File: src/rtl/if_stage_pkg.sv
// ============================================================================
// Module      : if_stage_pkg
// Description : Shared definitions for the instruction-fetch stage.
//               Instruction address/data bus types (InstAddrBus, InstBus),
//               the all-zero word (ZeroWord) and the bubble encoding
//               (32'h0), the hold-buffer record, and the sequential-PC helper.
// Revision    : 1.0 - initial release
// ============================================================================
`default_nettype none

package if_stage_pkg;

  // InstAddrBus / InstBus widths
  localparam int INST_ADDR_W = 32;
  localparam int INST_W      = 32;

  typedef logic [INST_ADDR_W-1:0] inst_addr_bus_t;
  typedef logic [INST_W-1:0]      inst_bus_t;

  // ZeroWord and the encoding placed on inst_o for a bubble
  localparam inst_bus_t ZERO_WORD   = 32'h0;
  localparam inst_bus_t BUBBLE_INST = 32'h0;

  // One fetched word together with the PC and prediction it was fetched with
  typedef struct packed {
    inst_addr_bus_t pc;
    inst_bus_t      inst;
    logic           taken;
  } fetch_word_t;

  // Fall-through PC; wraps modulo 2^32
  function automatic inst_addr_bus_t seq_pc(input inst_addr_bus_t cur);
    return cur + 32'd4;
  endfunction

endpackage

`default_nettype wire

File: src/rtl/if_stage_btb.sv
// ============================================================================
// Module      : if_stage_btb
// Description : Direct-mapped branch target buffer. One combinational lookup
//               port and one synchronous write port. A lookup in the same
//               cycle as a write to the same index returns the old contents.
// Ports       : clk, rst_n      - clock, async active-low reset (valid bits)
//               en              - global enable; 0 blocks writes
//               we, waddr,
//               wtarget         - write branch PC / target, sets valid bit
//               raddr           - lookup PC
//               hit, target     - lookup result
// Revision    : 1.0 - initial release
// ============================================================================
`default_nettype none

module if_stage_btb
  import if_stage_pkg::*;
#(
  parameter int ENTRIES = 64
) (
  input  logic           clk,
  input  logic           rst_n,
  input  logic           en,
  input  logic           we,
  input  inst_addr_bus_t waddr,
  input  inst_addr_bus_t wtarget,
  input  inst_addr_bus_t raddr,
  output logic           hit,
  output inst_addr_bus_t target
);

  localparam int IDX_W = $clog2(ENTRIES);
  localparam int TAG_W = INST_ADDR_W - IDX_W - 2;

  logic [ENTRIES-1:0] valid;
  logic [TAG_W-1:0]   tags    [ENTRIES];
  inst_addr_bus_t     targets [ENTRIES];

  logic [IDX_W-1:0] ridx;
  logic [IDX_W-1:0] widx;
  logic [TAG_W-1:0] rtag;
  logic [TAG_W-1:0] wtag;

  assign ridx = raddr[IDX_W+1:2];
  assign widx = waddr[IDX_W+1:2];
  assign rtag = raddr[INST_ADDR_W-1:IDX_W+2];
  assign wtag = waddr[INST_ADDR_W-1:IDX_W+2];

  // Instructions are word aligned, so the byte offset takes no part.
  logic unused_offset;
  assign unused_offset = ^{raddr[1:0], waddr[1:0]};

  // Only the valid bits need reset; tag/target are qualified by them.
  always_ff @(posedge clk or negedge rst_n) begin
    if (!rst_n) begin
      valid <= '0;
    end else if (en && we) begin
      valid[widx] <= 1'b1;
    end
  end

  always_ff @(posedge clk) begin
    if (en && we) begin
      tags[widx]    <= wtag;
      targets[widx] <= wtarget;
    end
  end

  assign hit    = valid[ridx] && (tags[ridx] == rtag);
  assign target = targets[ridx];

endmodule

`default_nettype wire

File: src/rtl/if_stage.sv
// ============================================================================
// Module      : if_stage
// Description : Instruction-fetch stage. Holds the PC, fetches words over a
//               req/ack handshake, predicts the next PC with a BTB, redirects
//               on execute mispredictions and absorbs decode stalls with a
//               one-entry hold buffer. IF/ID outputs are registered.
// Config      : IF_BTB_EN - when defined the BTB is built and predicts; when
//               undefined the next PC is always pc+4 and taken_o stays 0.
// Ports       : clk, rst_n, rdy           - clock, async reset, global enable
//               stall_i                   - decode stall
//               redirect_i, redirect_pc_i - execute redirect and target
//               if_req_o, if_addr_o,
//               if_ack_i, if_inst_i       - memory fetch handshake
//               b_we_i, b_waddr_i,
//               b_wtarget_i               - BTB write from decode
//               pc_o, inst_o, taken_o,
//               valid_o                   - IF/ID outputs
// Revision    : 1.0 - initial release
// ============================================================================
`default_nettype none

module if_stage
  import if_stage_pkg::*;
#(
  parameter logic [31:0] RESET_PC    = 32'h0,
  parameter int          BTB_ENTRIES = 64
) (
  input  logic        clk,
  input  logic        rst_n,
  input  logic        rdy,
  input  logic        stall_i,
  input  logic        redirect_i,
  input  logic [31:0] redirect_pc_i,
  output logic        if_req_o,
  output logic [31:0] if_addr_o,
  input  logic        if_ack_i,
  input  logic [31:0] if_inst_i,
  input  logic        b_we_i,
  input  logic [31:0] b_waddr_i,
  input  logic [31:0] b_wtarget_i,
  output logic [31:0] pc_o,
  output logic [31:0] inst_o,
  output logic        taken_o,
  output logic        valid_o
);

  typedef enum logic [1:0] {
    IDLE  = 2'd0,
    FETCH = 2'd1,
    HOLD  = 2'd2,
    DRAIN = 2'd3
  } state_t;

  state_t         state;
  inst_addr_bus_t pc;
  inst_addr_bus_t drain_pc;
  fetch_word_t    hold_buf;

  inst_addr_bus_t npc;
  logic           pred_taken;

`ifdef IF_BTB_EN
  logic           btb_hit;
  inst_addr_bus_t btb_target;

  if_stage_btb #(
    .ENTRIES (BTB_ENTRIES)
  ) u_btb (
    .clk     (clk),
    .rst_n   (rst_n),
    .en      (rdy),
    .we      (b_we_i),
    .waddr   (b_waddr_i),
    .wtarget (b_wtarget_i),
    .raddr   (pc),
    .hit     (btb_hit),
    .target  (btb_target)
  );

  assign pred_taken = btb_hit;
  assign npc        = btb_hit ? btb_target : seq_pc(pc);
`else
  // Without a BTB the write port and the depth have no effect.
  localparam int unused_btb_entries = BTB_ENTRIES;
  logic unused_btb_write;
  assign unused_btb_write = ^{b_we_i, b_waddr_i, b_wtarget_i};

  assign pred_taken = 1'b0;
  assign npc        = seq_pc(pc);
`endif

  always_ff @(posedge clk or negedge rst_n) begin
    if (!rst_n) begin
      state     <= IDLE;
      pc        <= RESET_PC;
      drain_pc  <= RESET_PC;
      hold_buf  <= '0;
      if_req_o  <= 1'b0;
      if_addr_o <= RESET_PC;
      pc_o      <= ZERO_WORD;
      inst_o    <= BUBBLE_INST;
      taken_o   <= 1'b0;
      valid_o   <= 1'b0;
    end else if (rdy) begin
      // A redirect always kills whatever decode would see next; the
      // hold buffer is dropped implicitly by leaving HOLD below.
      if (redirect_i) begin
        valid_o <= 1'b0;
        inst_o  <= BUBBLE_INST;
      end

      unique case (state)
        IDLE: begin
          state    <= FETCH;
          if_req_o <= 1'b1;
          if (redirect_i) begin
            pc        <= redirect_pc_i;
            if_addr_o <= redirect_pc_i;
          end else begin
            if_addr_o <= pc;
          end
        end

        FETCH: begin
          if (redirect_i) begin
            if (if_ack_i) begin
              // Word arriving now is from the wrong path; restart at once.
              pc        <= redirect_pc_i;
              if_addr_o <= redirect_pc_i;
            end else begin
              // Request must stay stable until its ack, so park the target.
              drain_pc <= redirect_pc_i;
              state    <= DRAIN;
            end
          end else if (if_ack_i) begin
            pc        <= npc;
            if_addr_o <= npc;
            if (stall_i) begin
              hold_buf <= '{pc: pc, inst: if_inst_i, taken: pred_taken};
              if_req_o <= 1'b0;
              state    <= HOLD;
            end else begin
              pc_o    <= pc;
              inst_o  <= if_inst_i;
              taken_o <= pred_taken;
              valid_o <= 1'b1;
            end
          end else if (!stall_i) begin
            valid_o <= 1'b0;
            inst_o  <= BUBBLE_INST;
          end
        end

        HOLD: begin
          if (redirect_i) begin
            pc        <= redirect_pc_i;
            if_addr_o <= redirect_pc_i;
            if_req_o  <= 1'b1;
            state     <= FETCH;
          end else if (!stall_i) begin
            // if_addr_o already holds the predicted PC set at the ack.
            pc_o     <= hold_buf.pc;
            inst_o   <= hold_buf.inst;
            taken_o  <= hold_buf.taken;
            valid_o  <= 1'b1;
            if_req_o <= 1'b1;
            state    <= FETCH;
          end
        end

        DRAIN: begin
          if (if_ack_i) begin
            // Discard the stale word; a same-cycle redirect is the newest.
            if (redirect_i) begin
              pc        <= redirect_pc_i;
              if_addr_o <= redirect_pc_i;
            end else begin
              pc        <= drain_pc;
              if_addr_o <= drain_pc;
            end
            state <= FETCH;
          end else if (redirect_i) begin
            drain_pc <= redirect_pc_i;
          end
        end

        default: state <= IDLE;
      endcase
    end
  end

endmodule

`default_nettype wire

File: config.mk
export PLATFORM = sky130hd
export DESIGN_NAME = if_stage
export DESIGN_NICKNAME = d
export VERILOG_FILES = /design/src/rtl/if_stage_pkg.sv /design/src/rtl/if_stage_btb.sv /design/src/rtl/if_stage.sv
export SDC_FILE = /design/constraint.sdc
export NUM_CORES = 1
export LEC_CHECK = 0
export CORE_MARGIN = 2
export CORE_UTILIZATION = 57
export DETAILED_ROUTE_END_ITERATION = 8
export PLACE_DENSITY_LB_ADDON = 0.2
export SKIP_CTS_REPAIR_TIMING = 1
export SYNTH_ARGS = -nofsm -noshare
export SYNTH_HDL_FRONTEND = slang
export SYNTH_HIERARCHICAL = 1
export SYNTH_SLANG_ARGS = --single-unit
File: constraint.sdc
create_clock -name clk -period 3.1 [get_ports clk]
set_input_delay 0.31 -clock clk [delete_from_list [all_inputs] [get_ports clk]]
set_output_delay 0.31 -clock clk [all_outputs]
set_load 0.1 [all_outputs]
-- Word-level counts from Yosys, hierarchy flattened
Index checks and enable logic that the tools add are counted.
- logic and storage cells: 96
- bits in registers: 229
- output and inout port bits: 99
- bits of input ports: 135
- reduce and logical (&&, ||, !) cells: 12
- bitwise operators: 1
- mux-type cells: 53
- add/sub/neg operators: 1
- equal/unequal tests: 18
- operators with widths (cell ; number):
    2-to-1 mux 32 bit ; 22
    one-hot mux 32 bit (2 select lines) ; 3
    one-hot mux 32 bit (4 select lines) ; 1
    one-hot mux 32 bit (3 select lines) ; 1
    adder 32 x 3 -> 32 bit (second input constant) ; 1
    != test 2 bit (second input constant) ; 11
    2-to-1 mux 1 bit ; 15
    2-to-1 mux 2 bit ; 7
    != test 3 bit (second input constant) ; 4
    AND reduction 6 bit ; 2
    AND reduction 5 bit ; 2
    one-hot mux 2 bit (4 select lines) ; 1
    AND reduction 7 bit ; 1
    == test 2 bit (second input constant) ; 2
    one-hot mux 1 bit (2 select lines) ; 2
    AND reduction 4 bit ; 1
    nonzero test 2 bit ; 2
    one-hot mux 1 bit (3 select lines) ; 1
    AND reduction 3 bit ; 1
    nonzero test 3 bit ; 1
    == test 2 x 1 -> 1 bit (second input constant) ; 1
    zero test 2 bit ; 1
    OR reduction 2 bit ; 1
    NOT 1 bit ; 1

-- Longest topological paths before layout
- depth after elaboration: 5
- depth in mapped cells: 11
- gate-level depth less buffers: 7

-- Worst setup path after synthesis
OpenSTA, ideal clock, no wires.
- kind: register -> register
- from: register state[0]
- to: register pc[19]
- path buffers: 4
- arrival time: 1.892 ns
- cell stages (with the launch flop): 11
- data required time: 2.977 ns
- clock period less this slack: 2.015 ns
- slack: 1.085 ns
- path through: dfrtp_1 inv_1 ha_1 buf_2 or2_2 clkbuf_1 buf_2 buf_2 a22oi_1 o2111ai_1 o221a_2
- word-level cells in the longest chain between the ends: 3
- elaborated cells between the ends (all ways): 9
- ends and longest elaborated chain (element ; line ; text):
    start, declared ; if_stage.sv:54 ; state_t state;
    start signal, assigned ; if_stage.sv:94 ; state <= IDLE;
    start signal, assigned ; if_stage.sv:114 ; state <= FETCH;
    start signal, assigned ; if_stage.sv:133 ; state <= DRAIN;
    == test 2 bit (tied with other cells) ; if_stage.sv:112 ; unique case (state)
    OR reduction 2 bit (no line) or != test 2 bit (tied branches) ; n/a ;
    one-hot mux 32 bit (3 select lines) or AND reduction 3 bit (tied branches) ; n/a ;
    end signal, assigned ; if_stage.sv:117 ; pc <= redirect_pc_i;
    end signal, assigned ; if_stage.sv:128 ; pc <= redirect_pc_i;
    end signal, assigned ; if_stage.sv:136 ; pc <= npc;
    end, declared ; if_stage.sv:55 ; inst_addr_bus_t pc;
Parallel ways exist; a longest one is shown, timed or not.
A chain may end at the register's enable or synchronous reset.

-- Worst setup path after layout
- from: register state[1]
- to: register if_addr_o[18]
- word-level cells in the longest chain between the ends: 3
- elaborated cells between the ends (all ways): 9
- ends and longest elaborated chain (element ; line ; text):
    == test 2 bit or == test 2 x 1 -> 1 bit (tied branches) ; if_stage.sv:112 ;
    != test 2 bit (no line) ; n/a ;
    AND reduction 4 bit (no line) ; n/a ;
    end signal, assigned ; if_stage.sv:118 ; if_addr_o <= redirect_pc_i;
    end signal, assigned ; if_stage.sv:120 ; if_addr_o <= pc;
    end signal, assigned ; if_stage.sv:129 ; if_addr_o <= redirect_pc_i;
    end, declared ; if_stage.sv:35 ; output logic [31:0] if_addr_o,
Parallel ways exist; a longest one is shown, timed or not.

==> results.toml <==
[pwr]
p_sw_mw = 9.00
internal-power_mw = 8.84
finalPower_mw = 17.8
powerDensity_nw_per_um2 = 1210
combPwrFrac = 0.524
p_clk_frac = 0.169
ir_drop_v = 0.000711
p_leak_nw = 6.08
p_seq_frac = 0.307
p_sw_frac = 0.504

[synth]
ys_dominant_reg_cell = "dfrtp_1"
netlist_top_cells_area = "dfrtp_1 (47%), mux2_2 (9.2%), mux2i_1 (4.9%), o21ai_0 (4.0%), a21oi_1 (3.8%)"
synth-seq-cells = 228
synthDistinctLibCells = 74
yosys.area.top_type = "dfrtp_1"
ys_warn_count = 6
syn_nets = 1373
synth_enable_flop_cells = 0
yosysSeqAreaShare = 0.469
synth_top_area_share = 0.469
synthArstFlopShare = 1.00
synth_cells = 1233
syn-cell-area_um2 = 12200
synth_area_per_cell_um2 = 9.86

[clock_tree]
worstSkewPairLatency_ns = 0.53
tritoncts = "done"
cts_num_sinks = 228
numCtsBuffers = 25
cts_max_path_buffers = 3
path_clk_slew_ns = 0.06
htreeDepth = 1
ctsRootBufferMaster = "clkbuf_16"

[setup_path]
critPathTopFamily = "compound AO/OA/AOI/OAI gates"
cp_num_buf_inv = 2
cp_slowest_cell = "dfrtp_1"
cp_cell_sequence = "ha_1, buf_12, o21bai_1, and2_1, nand3_1, buf_4, a221oi_1, a21oi_1"
worstSetupPathType = "reg -> reg"
cpPeakStageDelay_ns = 0.42
r2r_slack_ns = 0.47
crit_required_ns = 3.49
endpoint_kind = "flop"
path_max_fanout = 31
start_kind = "flop"
arrival_ns = 3.03

[sta]
slew_headroom = 0.313
fin_skew_ns = 0.0135
clock.fmax_ghz = 0.380
post-route-min-period_ns = 2.63
final-setup-viol-count = 0
hold_ws_ns = 0.312
hold_violations = 0
worst_pin_slew_ns = 1.03
rsz0062_at_grt = "false"
tns_ns = 0
fin_crit_sh = 0.850
slew_violations = 0

[placed_design]
placed_area_um2 = 13900
io_buffers = 167
place_congestion = 0.931
hpwl_mm = 22.4
dp_cells = 1594

[drt]
wl_per_cell_um = 21.1
postRouteWirelength_mm = 34.6
vias_per_cell = 6.51
wl_met2_mm = 16.1
drt-pass1-iter-count = 9
postRouteAntennaNets = 0
dr_wl_met3_mm = 3.58
top_layer_used = "met5"
vias = 10700
drt-initial-drc-count = 1036
drc_errors = 0
wl_met1_mm = 13.8

[outcome]
status = "completed"

[global_route]
grt_usage = 0.306
first_global_vias = 10300
grt_max_degree = 95
antenna_found_initial = 1
grt_overflow = 0
grt_pass1_wl_mm = 54.9

[die]
die-area_um2 = 22500
die_y_um = 150
num_rows = 53
core-area_um2 = 21000
die_w_um = 150
ios = 234
start_util = 0.580

[job]
cap_violations = 0

[min_path]
holdCritPathClass = "in -> reg"

[final_layout]
area.growth.synth_to_final_pct = 21.6
finalNonFillerCells = 1641
layout-drive-gt1-share = 0.190
fin_nets = 1487
final_cell_area_um2 = 14800
n_antenna_cell = 0
kinds of logic (layout without fill, tap and decap cells):
kind of cell,count (synthesis),after routing,synth area share
flops,228,228,0.469
buf+inv,139,272,0.0499
compound gates,391,391,0.209
simple gates,306,306,0.123
fa+ha+maj,5,5,0.00514
xor+xnor,5,5,0.00360
other cells,1,1,0.000308
mux,158,158,0.140
layout by cell type, fill, tap and decap left out, types with 37 or more instances in the layout:
cell type and count:
nand2_1 109, buf_4 90, a221oi_1 37, o21ai_0 96
nor2_1 72, mux2i_1 59, a21oi_1 93, dfrtp_1 228
clkdlybuf4s50_1 113, a22oi_1 48, mux2_2 99
registers in the layout, indices dropped and copies added, names as in the netlist:
name,flops
hold_buf,64
drain_pc,32
if_addr_o,32
inst_o,32
pc,32
pc_o,32
state,2
if_req_o,1
valid_o,1
per-stage QoR:
stage / setup WS [ns] / util
detailed placement: 0.568 / 0.666
finish: 0.465 / 0.706
floorplan: 1.08 / -
global placement: 0.654 / 0.666
global route: 0.357 / 0.706
CTS: 0.493 / 0.705
path summary, 6_finish.rpt:
kind / from / endpoint / depth (start not counted)
hold reg to reg: inst_o[19] / inst_o[19] / 2
setup reg to reg: state[1] / if_addr_o[18] / 8
hold / removal: redirect_i / pc[2] / 2
max in group asynchronous: rst_n / if_addr_o[29] / 3
min in group asynchronous: rst_n / pc_o[19] / 2
setup / recovery: state[1] / if_addr_o[18] / 8
synthesized netlist by cell type, types with 11 or more instances:
cell type,instances
dfrtp_1,228
nand2_1,109
mux2_2,99
o21ai_0,96
a21oi_1,93
nor2_1,74
clkbuf_1,71
mux2i_1,59
a22oi_1,48
a221oi_1,37
buf_2,35
nand3_1,30
a31oi_1,29
nand4_1,14
or3_1,14
inv_1,13
nand2b_1,11
metal layers:
metal | vias to the layer above | global-route usage
li1 | 4832 | -
met1 | 5194 | 0.406
met2 | 557 | 0.486
met3 | 99 | 0.0845
met4 | 2 | 0.102
met5 | - | 0
power groups by stage:
| stage | registers (mW) | clock network (mW) | logic, mW |
|---|---|---|---|
| after floorplan | 8.43 | 0 | 3.84 |
| after global placement | 5.41 | 0 | 9.09 |
| after detailed placement | 5.49 | 0 | 9.24 |
| after CTS | 5.45 | 3.05 | 9.28 |
| after global routing | 5.64 | 3.16 | 9.88 |
| final | 5.49 | 3.01 | 9.34 |
worst register-to-register path: cells and delay by family (launching register included):
family | cells | cell delay, ns
adders and majority gates | 1 | 0.25
AOI/OAI and AO/OA | 3 | 0.73
and+or+nand+nor | 2 | 0.58
DFF | 1 | 0.42
buffers and inverters | 2 | 0.52
layout make-up:
type,instances,area [um2]
clock inverter,8,72.6
inverter,14,52.6
clock buffer,38,764
tap,275,344
timing repair buffer,212,1970
sequential,228,5710
fill,1652,6160
multi-input combinational,866,5880
Note: power is estimated with default switching activity, not from simulation.
